===== src/rtl/cpu_pkg.sv =====
// Shared definitions for the accumulator computer control path: widths, state
// encoding, opcodes and ALU operation codes.
package cpu_pkg;

    localparam int unsigned OPC_W = 4;
    localparam int unsigned ALU_W = 3;

    localparam logic [1:0] FETCH  = 2'd0;
    localparam logic [1:0] DECODE = 2'd1;
    localparam logic [1:0] EXEC   = 2'd2;
    localparam logic [1:0] HALT   = 2'd3;

    typedef enum logic [1:0] {
        StFetch  = FETCH,
        StDecode = DECODE,
        StExec   = EXEC,
        StHalt   = HALT
    } state_e;

    localparam logic [OPC_W-1:0] OP_NOP = 4'h0;
    localparam logic [OPC_W-1:0] OP_LDA = 4'h1;
    localparam logic [OPC_W-1:0] OP_STA = 4'h2;
    localparam logic [OPC_W-1:0] OP_ADD = 4'h3;
    localparam logic [OPC_W-1:0] OP_SUB = 4'h4;
    localparam logic [OPC_W-1:0] OP_AND = 4'h5;
    localparam logic [OPC_W-1:0] OP_OR  = 4'h6;
    localparam logic [OPC_W-1:0] OP_NOT = 4'h7;
    localparam logic [OPC_W-1:0] OP_JMP = 4'h8;
    localparam logic [OPC_W-1:0] OP_JZ  = 4'h9;
    localparam logic [OPC_W-1:0] OP_LDI = 4'hA;
    localparam logic [OPC_W-1:0] OP_HLT = 4'hF;

    localparam logic [ALU_W-1:0] ALU_PASS = 3'd0;
    localparam logic [ALU_W-1:0] ALU_ADD  = 3'd1;
    localparam logic [ALU_W-1:0] ALU_SUB  = 3'd2;
    localparam logic [ALU_W-1:0] ALU_AND  = 3'd3;
    localparam logic [ALU_W-1:0] ALU_OR   = 3'd4;
    localparam logic [ALU_W-1:0] ALU_NOT  = 3'd5;

    typedef struct packed {
        logic             is_mem_alu;
        logic             is_store;
        logic             is_jump;
        logic             is_jz;
        logic             is_halt;
        logic             is_undef;
        logic [ALU_W-1:0] alu_op;
    } dec_t;

endpackage


===== src/rtl/cpu_control_fsm_if.sv =====
// Control bus between the FSM (master) and the datapath (slave).
interface cpu_control_fsm_if;
    import cpu_pkg::*;

    logic             run;
    logic [OPC_W-1:0] opcode;
    logic             zero;
    logic             pc_en;
    logic             pc_load;
    logic             ir_en;
    logic             acc_en;
    logic             flag_en;
    logic             addr_sel;
    logic             imm_sel;
    logic             mem_rd;
    logic             mem_wr;
    logic [ALU_W-1:0] alu_op;
    logic             halted;
    logic             illegal;

    modport master (
        input  run, opcode, zero,
        output pc_en, pc_load, ir_en, acc_en, flag_en, addr_sel, imm_sel,
               mem_rd, mem_wr, alu_op, halted, illegal
    );

    modport slave (
        output run, opcode, zero,
        input  pc_en, pc_load, ir_en, acc_en, flag_en, addr_sel, imm_sel,
               mem_rd, mem_wr, alu_op, halted, illegal
    );

endinterface


===== src/rtl/cpu_control_fsm_decoder.sv =====
// Combinational opcode classifier feeding the control FSM.
module opcode_decoder
    import cpu_pkg::*;
(
    input  logic [OPC_W-1:0] i_opcode,
    output dec_t             o_dec
);

    always_comb begin
        o_dec = '0;
        unique case (i_opcode)
            OP_LDA: begin o_dec.is_mem_alu = 1'b1; o_dec.alu_op = ALU_PASS; end
            OP_ADD: begin o_dec.is_mem_alu = 1'b1; o_dec.alu_op = ALU_ADD;  end
            OP_SUB: begin o_dec.is_mem_alu = 1'b1; o_dec.alu_op = ALU_SUB;  end
            OP_AND: begin o_dec.is_mem_alu = 1'b1; o_dec.alu_op = ALU_AND;  end
            OP_OR:  begin o_dec.is_mem_alu = 1'b1; o_dec.alu_op = ALU_OR;   end
            OP_STA: o_dec.is_store = 1'b1;
            OP_NOT: o_dec.alu_op = ALU_NOT;
            OP_LDI: o_dec.alu_op = ALU_PASS;
            OP_JMP: o_dec.is_jump = 1'b1;
            OP_JZ:  o_dec.is_jz = 1'b1;
            OP_HLT: o_dec.is_halt = 1'b1;
            OP_NOP: ;
            default: o_dec.is_undef = 1'b1;
        endcase
    end

endmodule


===== src/rtl/cpu_control_fsm.sv =====
// Multicycle fetch/decode/execute control unit. Define ILLEGAL_TRAP_EN to make
// undefined opcodes (B-E) set a sticky illegal flag and halt.
module cpu_control_fsm
    import cpu_pkg::*;
(
    input  logic              clk,
    input  logic              reset,
    cpu_control_fsm_if.master bus
);

    state_e r_state;
    dec_t   w_dec;
    logic   w_acc_only;

    opcode_decoder u_decoder (
        .i_opcode (bus.opcode),
        .o_dec    (w_dec)
    );

    assign w_acc_only = (bus.opcode == OP_NOT) || (bus.opcode == OP_LDI);

`ifdef ILLEGAL_TRAP_EN
    logic r_illegal;
`endif

    always_ff @(posedge clk or negedge reset) begin
        if (!reset) begin
            r_state <= StFetch;
`ifdef ILLEGAL_TRAP_EN
            r_illegal <= 1'b0;
`endif
        end else begin
            unique case (r_state)
                StFetch: if (bus.run) r_state <= StDecode;
                StDecode: begin
                    if (w_dec.is_halt) begin
                        r_state <= StHalt;
                    end else if (w_dec.is_mem_alu || w_dec.is_store || w_acc_only) begin
                        r_state <= StExec;
                    end else if (w_dec.is_undef) begin
`ifdef ILLEGAL_TRAP_EN
                        r_state   <= StHalt;
                        r_illegal <= 1'b1;
`else
                        r_state <= StFetch;
`endif
                    end else begin
                        r_state <= StFetch;
                    end
                end
                StExec:  r_state <= StFetch;
                StHalt:  r_state <= StHalt;
                default: r_state <= StFetch;
            endcase
        end
    end

    // Outputs are forced low while reset is held so an in-flight STA drops mem_wr at once.
    always_comb begin
        bus.pc_en    = 1'b0;
        bus.pc_load  = 1'b0;
        bus.ir_en    = 1'b0;
        bus.acc_en   = 1'b0;
        bus.flag_en  = 1'b0;
        bus.addr_sel = 1'b0;
        bus.imm_sel  = 1'b0;
        bus.mem_rd   = 1'b0;
        bus.mem_wr   = 1'b0;
        bus.alu_op   = ALU_PASS;
        bus.halted   = 1'b0;
        if (reset) begin
            unique case (r_state)
                StFetch: begin
                    if (bus.run) begin
                        bus.mem_rd = 1'b1;
                        bus.ir_en  = 1'b1;
                        bus.pc_en  = 1'b1;
                    end
                end
                StDecode: begin
                    if (w_dec.is_jump || (w_dec.is_jz && bus.zero)) begin
                        bus.pc_en   = 1'b1;
                        bus.pc_load = 1'b1;
                    end
                end
                StExec: begin
                    if (w_dec.is_mem_alu) begin
                        bus.addr_sel = 1'b1;
                        bus.mem_rd   = 1'b1;
                        bus.acc_en   = 1'b1;
                        bus.flag_en  = 1'b1;
                        bus.alu_op   = w_dec.alu_op;
                    end else if (w_dec.is_store) begin
                        bus.addr_sel = 1'b1;
                        bus.mem_wr   = 1'b1;
                    end else if (w_acc_only) begin
                        bus.acc_en  = 1'b1;
                        bus.flag_en = 1'b1;
                        bus.imm_sel = (bus.opcode == OP_LDI);
                        bus.alu_op  = w_dec.alu_op;
                    end
                end
                StHalt:  bus.halted = 1'b1;
                default: ;
            endcase
        end
    end

`ifdef ILLEGAL_TRAP_EN
    assign bus.illegal = r_illegal;
`else
    assign bus.illegal = 1'b0;
`endif

endmodule

===== src/flat_wrapper.sv =====
// flat-port wrapper written by rule: the top's interface ports become plain ports
module cpu_control_fsm_flat import cpu_pkg::*;
  (clk, reset, bus_run, bus_opcode, bus_zero, bus_pc_en, bus_pc_load, bus_ir_en, bus_acc_en, bus_flag_en, bus_addr_sel, bus_imm_sel, bus_mem_rd, bus_mem_wr, bus_alu_op, bus_halted, bus_illegal);
  cpu_control_fsm_if bus_i ();
  input  logic clk;
  input  logic reset;
  input wire logic [$bits(bus_i.run)-1:0] bus_run;
  input wire logic [$bits(bus_i.opcode)-1:0] bus_opcode;
  input wire logic [$bits(bus_i.zero)-1:0] bus_zero;
  output wire logic [$bits(bus_i.pc_en)-1:0] bus_pc_en;
  output wire logic [$bits(bus_i.pc_load)-1:0] bus_pc_load;
  output wire logic [$bits(bus_i.ir_en)-1:0] bus_ir_en;
  output wire logic [$bits(bus_i.acc_en)-1:0] bus_acc_en;
  output wire logic [$bits(bus_i.flag_en)-1:0] bus_flag_en;
  output wire logic [$bits(bus_i.addr_sel)-1:0] bus_addr_sel;
  output wire logic [$bits(bus_i.imm_sel)-1:0] bus_imm_sel;
  output wire logic [$bits(bus_i.mem_rd)-1:0] bus_mem_rd;
  output wire logic [$bits(bus_i.mem_wr)-1:0] bus_mem_wr;
  output wire logic [$bits(bus_i.alu_op)-1:0] bus_alu_op;
  output wire logic [$bits(bus_i.halted)-1:0] bus_halted;
  output wire logic [$bits(bus_i.illegal)-1:0] bus_illegal;
  assign bus_i.run = bus_run;
  assign bus_i.opcode = bus_opcode;
  assign bus_i.zero = bus_zero;
  assign bus_pc_en = bus_i.pc_en;
  assign bus_pc_load = bus_i.pc_load;
  assign bus_ir_en = bus_i.ir_en;
  assign bus_acc_en = bus_i.acc_en;
  assign bus_flag_en = bus_i.flag_en;
  assign bus_addr_sel = bus_i.addr_sel;
  assign bus_imm_sel = bus_i.imm_sel;
  assign bus_mem_rd = bus_i.mem_rd;
  assign bus_mem_wr = bus_i.mem_wr;
  assign bus_alu_op = bus_i.alu_op;
  assign bus_halted = bus_i.halted;
  assign bus_illegal = bus_i.illegal;
  cpu_control_fsm u_core (.clk(clk), .reset(reset), .bus(bus_i));
endmodule

===== config.mk =====
export PLATFORM = sky130hd
export DESIGN_NAME = cpu_control_fsm_flat
export DESIGN_NICKNAME = d
export VERILOG_FILES = /design/src/rtl/cpu_pkg.sv /design/src/rtl/cpu_control_fsm_if.sv /design/src/rtl/cpu_control_fsm_decoder.sv /design/src/rtl/cpu_control_fsm.sv /design/src/flat_wrapper.sv
export SDC_FILE = /design/constraint.sdc
export NUM_CORES = 1
export LEC_CHECK = 0
export CORE_AREA = 8 8 45 47
export DETAILED_ROUTE_END_ITERATION = 10
export DIE_AREA = 0 0 53 55
export GPL_ROUTABILITY_DRIVEN = 0
export PLACE_DENSITY_LB_ADDON = 0.25
export REMOVE_ABC_BUFFERS = 1
export SLEW_MARGIN = 30
export SYNTH_ARGS = -nofsm -noshare
export SYNTH_HDL_FRONTEND = slang
export SYNTH_HIERARCHICAL = 1
export SYNTH_SLANG_ARGS = --single-unit

===== constraint.sdc =====
create_clock -name clk -period 1.4 [get_ports clk]
set_input_delay 0.14 -clock clk [delete_from_list [all_inputs] [get_ports clk]]
set_output_delay 0.14 -clock clk [all_outputs]
set_load 0.01 [all_outputs]

# Word level (Yosys, flattened, before mapping)
# Index checks and enable logic that the tools add are counted.
dict set report word_totals {
  ff_bits 2
  input_bits 8
  out_inout_bits 14
  wordCells 68
}
dict set report op_classes {
  eq_ne 15
  n_mux 45
  reduce_logical 7
}
# cell n
set ops {}
lappend ops {{$mux 1} 33}
lappend ops {{$eq 4x3->1 const B} 4}
lappend ops {{$eq 4x4->1 const B} 4}
lappend ops {{$mux 3} 5}
lappend ops {{$pmux 3 s5} 1}
lappend ops {{$eq 4x2->1 const B} 2}
lappend ops {{$pmux 2 s4} 1}
lappend ops {{$mux 2} 3}
lappend ops {{$reduce_or 5->1} 1}
lappend ops {{$eq 2x2->1 const B} 2}
lappend ops {{$eq 4x1->1 const B} 1}
lappend ops {{$logic_or 1x1->1} 4}
lappend ops {{$pmux 1 s2} 2}
lappend ops {{$eq 2x1->1 const B} 1}
lappend ops {{$logic_not 2->1} 1}
lappend ops {{$ne 2x2->1 const B} 1}
lappend ops {{$logic_and 1x1->1} 1}

# Logic depth before layout (Yosys ltp)
dict set report depth {
  word_depth 8
  mapped_depth 6
  ltp_nobuf 5
}

# Hierarchy
# The synthesis kept the hierarchy.
# mod instances cells_each area_each_um2
set by_module_without_submodules {}
lappend by_module_without_submodules {cpu_control_fsm 1 38 254.0}
lappend by_module_without_submodules {opcode_decoder 1 15 105.1}

# Least setup slack after synthesis
# No wires, ideal clock.
dict set report synth_timing {
  kind {input -> output}
  start {input port bus_opcode[2]}
  end {output port bus_flag_en}
  arrival_time_ps 1216
  t_required_ps 1260
  path_slack_ps 44
  cell_stages 5
  path_buffers 2
  path_cell_list {buf_6 -> nor4b_1 -> o21bai_2 -> a21oi_1 -> buf_4}
}
# item line_no
set synth_lines {}
lappend synth_lines {{start, declared} flat_wrapper.sv:8} ;# input wire logic [$bits(bus_i.opcode)-1:0] bus_opcode;
lappend synth_lines {{end, declared} flat_wrapper.sv:14} ;# output wire logic [$bits(bus_i.flag_en)-1:0] bus_flag_en;

# Worst setup path after layout
dict set report layout_timing {
  start {register u_core.r_state[0]}
  end {output port bus_alu_op[0]}
}
dict set report layout_via {
  elab_chain_cells 3
}
# item line_no
set layout_lines {}
lappend layout_lines {{start, declared} cpu_control_fsm.sv:11} ;# state_e r_state;
lappend layout_lines {{start signal, assigned} cpu_control_fsm.sv:28} ;# r_state <= StFetch;
lappend layout_lines {{start signal, assigned} cpu_control_fsm.sv:34} ;# StFetch: if (bus.run) r_state <= StDecode;
lappend layout_lines {{start signal, assigned} cpu_control_fsm.sv:37} ;# r_state <= StHalt;
lappend layout_lines {{$eq 2x2->1} cpu_control_fsm.sv:72} ;# unique case (r_state)
lappend layout_lines {{$mux 3} cpu_control_fsm.sv:72}
lappend layout_lines {{$mux 3} cpu_control_fsm.sv:71} ;# if (reset) begin
lappend layout_lines {{end, declared} flat_wrapper.sv:19} ;# output wire logic [$bits(bus_i.alu_op)-1:0] bus_alu_op;
# Every way passes these cells.

==> flow_summary.json <==
{
  "maxCapViolCount": 0,
  "grt_pass1_vias": 551,
  "drtAntennaViolNets": 0,
  "ys_warn_count": 6,
  "fin_crit_ps": 1520,
  "rsz0062_at_grt": "true",
  "dieArea_um2": 2920,
  "regToRegSetupSlack_ps": 310,
  "finalSetupViolCount": 4,
  "die_x_um": 53,
  "crit_arrival_ps": 1380,
  "postCtsHoldBufs": 0,
  "hp-class": "input pin to asynchronous set/reset pin",
  "finalSetupTns_ps": -370,
  "core.rowCount": 14,
  "overflow": 0,
  "clockBufferDepth": 2,
  "totalWireLength_um": 1490,
  "vias": 541,
  "ctsRootBufferMaster": "clkbuf_4",
  "routedWlPerCell_um": 13.1,
  "fin_util_pct": 55.0,
  "p_per_area_nw_per_um2": 1010,
  "grt_max_degree": 11,
  "antenna_found_initial": 0,
  "cp.required_ps": 1260,
  "netlist_instances": 51,
  "dp.final_hpwl_um": 972,
  "synth.avg_cell_area_um2": 6.72,
  "worst-path-max-fanout": 4,
  "diodes": 0,
  "cts-buffers-inserted": 3,
  "hold_violations": 0,
  "critPathBufInv": 3,
  "drcViolationCount": 0,
  "first_pass_iters": 4,
  "cts_tree": "done",
  "cp-end-kind": "primary output",
  "path_class": "flip-flop to primary output",
  "cts.sinks": 2,
  "reg.largest.list": "u_core/r_state (2)",
  "fmaxAchievable_mhz": 660,
  "die_y_um": 55,
  "crit_slowest_cell": "dfrtp_1",
  "largest_reg_flops": 2,
  "worst_setup_path_start_kind": "flip-flop",
  "place_area_um2": 649,
  "start_util_pct": 24.8,
  "clkTransAtPathRegs_ps": 30,
  "vias_per_cell": 4.79,
  "portBuffers": 20,
  "clock_latency_ps": 220,
  "leakage_nw": 0.398,
  "htree_levels": 1,
  "io_pins": 22,
  "status": "finished with violations",
  "finalCritPeriodShare_pct": 108,
  "skew_ps": 2.25,
  "path_delay_family": "flip-flops",
  "instances_no_fill": 113,
  "nets": 107,
  "grt_usage_pct": 10.1,
  "violations": "setup timing",
  "cp_common_cell": "buf_6",
  "peakVddDrop_mv": 0.462,
  "max_stage_delay_ps": 390,
  "cp_cell_sequence": "and3b_2, buf_6, buf_6, nand2_2, a21oi_2, buf_2",
  "core-area_um2": 1380,
  "drive_gt1_share_pct": 66.0,
  "synthToLayoutAreaGrowth_pct": 122,
  "fin_ws_ps": -115,
  "slew_violations": 0,
  "final_cell_area_um2": 761,
  "placedCellCount": 99,
  "max_flop_register": "u_core/r_state",
  "drt_iter0_drc": 6,
  "syn-cell-area_um2": 343,
  "grt_pass1_wl_um": 2310
}
## placed cells by master (no fill, tap or decap), types with 3 or more instances in the layout
| cell | n |
|---|---|
| inv_1 | 3 |
| clkbuf_4 | 4 |
| buf_2 | 14 |
| buf_6 | 3 |
| nor2_1 | 6 |
| clkdlybuf4s50_1 | 3 |
| nand2_2 | 5 |
| buf_4 | 25 |
| a21oi_1 | 4 |
| a21oi_2 | 3 |
| nand2_1 | 3 |
## area by class of cell
type                    instances  area, um^2
clock buffers                   3        22.5
fillers                       147         623
inverters                       3        11.3
multi-input cells              43         328
flip-flops and latches          2        50.0
well taps                      16        20.0
repair buffers                 46         329
## worst reg2reg max path: stages (launching register included)
cell and delay (ps):
dfrtp_1 380, buf_4 160, nor2_1 130, nand2_1 60, o31a_1 240
## power by group
group / internal, mW / leakage [nW] / total, mW / switching, mW
combinational: 0.296 / 0.359 / 0.532 / 0.237
clock: 0.0945 / 0.0138 / 0.124 / 0.0300
sequential: 0.0871 / 0.0246 / 0.109 / 0.0216
## metrics by stage
step / power [mW] / setup slack [ps] / hold slack (ps)
2_1_floorplan: 0.255 / 280 / -156
6_report: 0.766 / -115 / 342
4_1_cts: 0.747 / -118 / 324
3_5_place_dp: 0.515 / -796 / 538
3_3_place_gp: 0.509 / -763 / 541
5_1_grt: 0.818 / -180 / 363
## routing by layer
metal | wire length [um] | GRT usage, % | up-vias
met2 | 819 | 20.1 | 14
met5 | 0 | 0 | -
met1 | 529 | 10.0 | 249
met3 | 130 | 1.87 | 2
met4 | 6 | 3.88 | 0
li1 | - | - | 276
## final timing paths
| check | start | to | cells after the start |
|---|---|---|---|
| max | u_core/r_state[0]$_DFFE_PN0P_ | bus_alu_op[0] | 6 |
| min | reset | u_core/r_state[1]$_DFFE_PN0P_ | 3 |
| max reg2reg | u_core/r_state[1]$_DFFE_PN0P_ | u_core/r_state[1]$_DFFE_PN0P_ | 4 |
| min reg2reg | u_core/r_state[0]$_DFFE_PN0P_ | u_core/r_state[0]$_DFFE_PN0P_ | 2 |
| max in group asynchronous | reset | u_core/r_state[0]$_DFFE_PN0P_ | 3 |
| min in group clk | bus_opcode[3] | u_core/r_state[1]$_DFFE_PN0P_ | 6 |
## repair_timing
action,in CTS,in global routing
pin swaps,2,4
setup endpoints to repair,14,11
gates resized for setup,86,9
buffers inserted,11,0
gates cloned,0,0
Power figures use the tool's default switching activity.
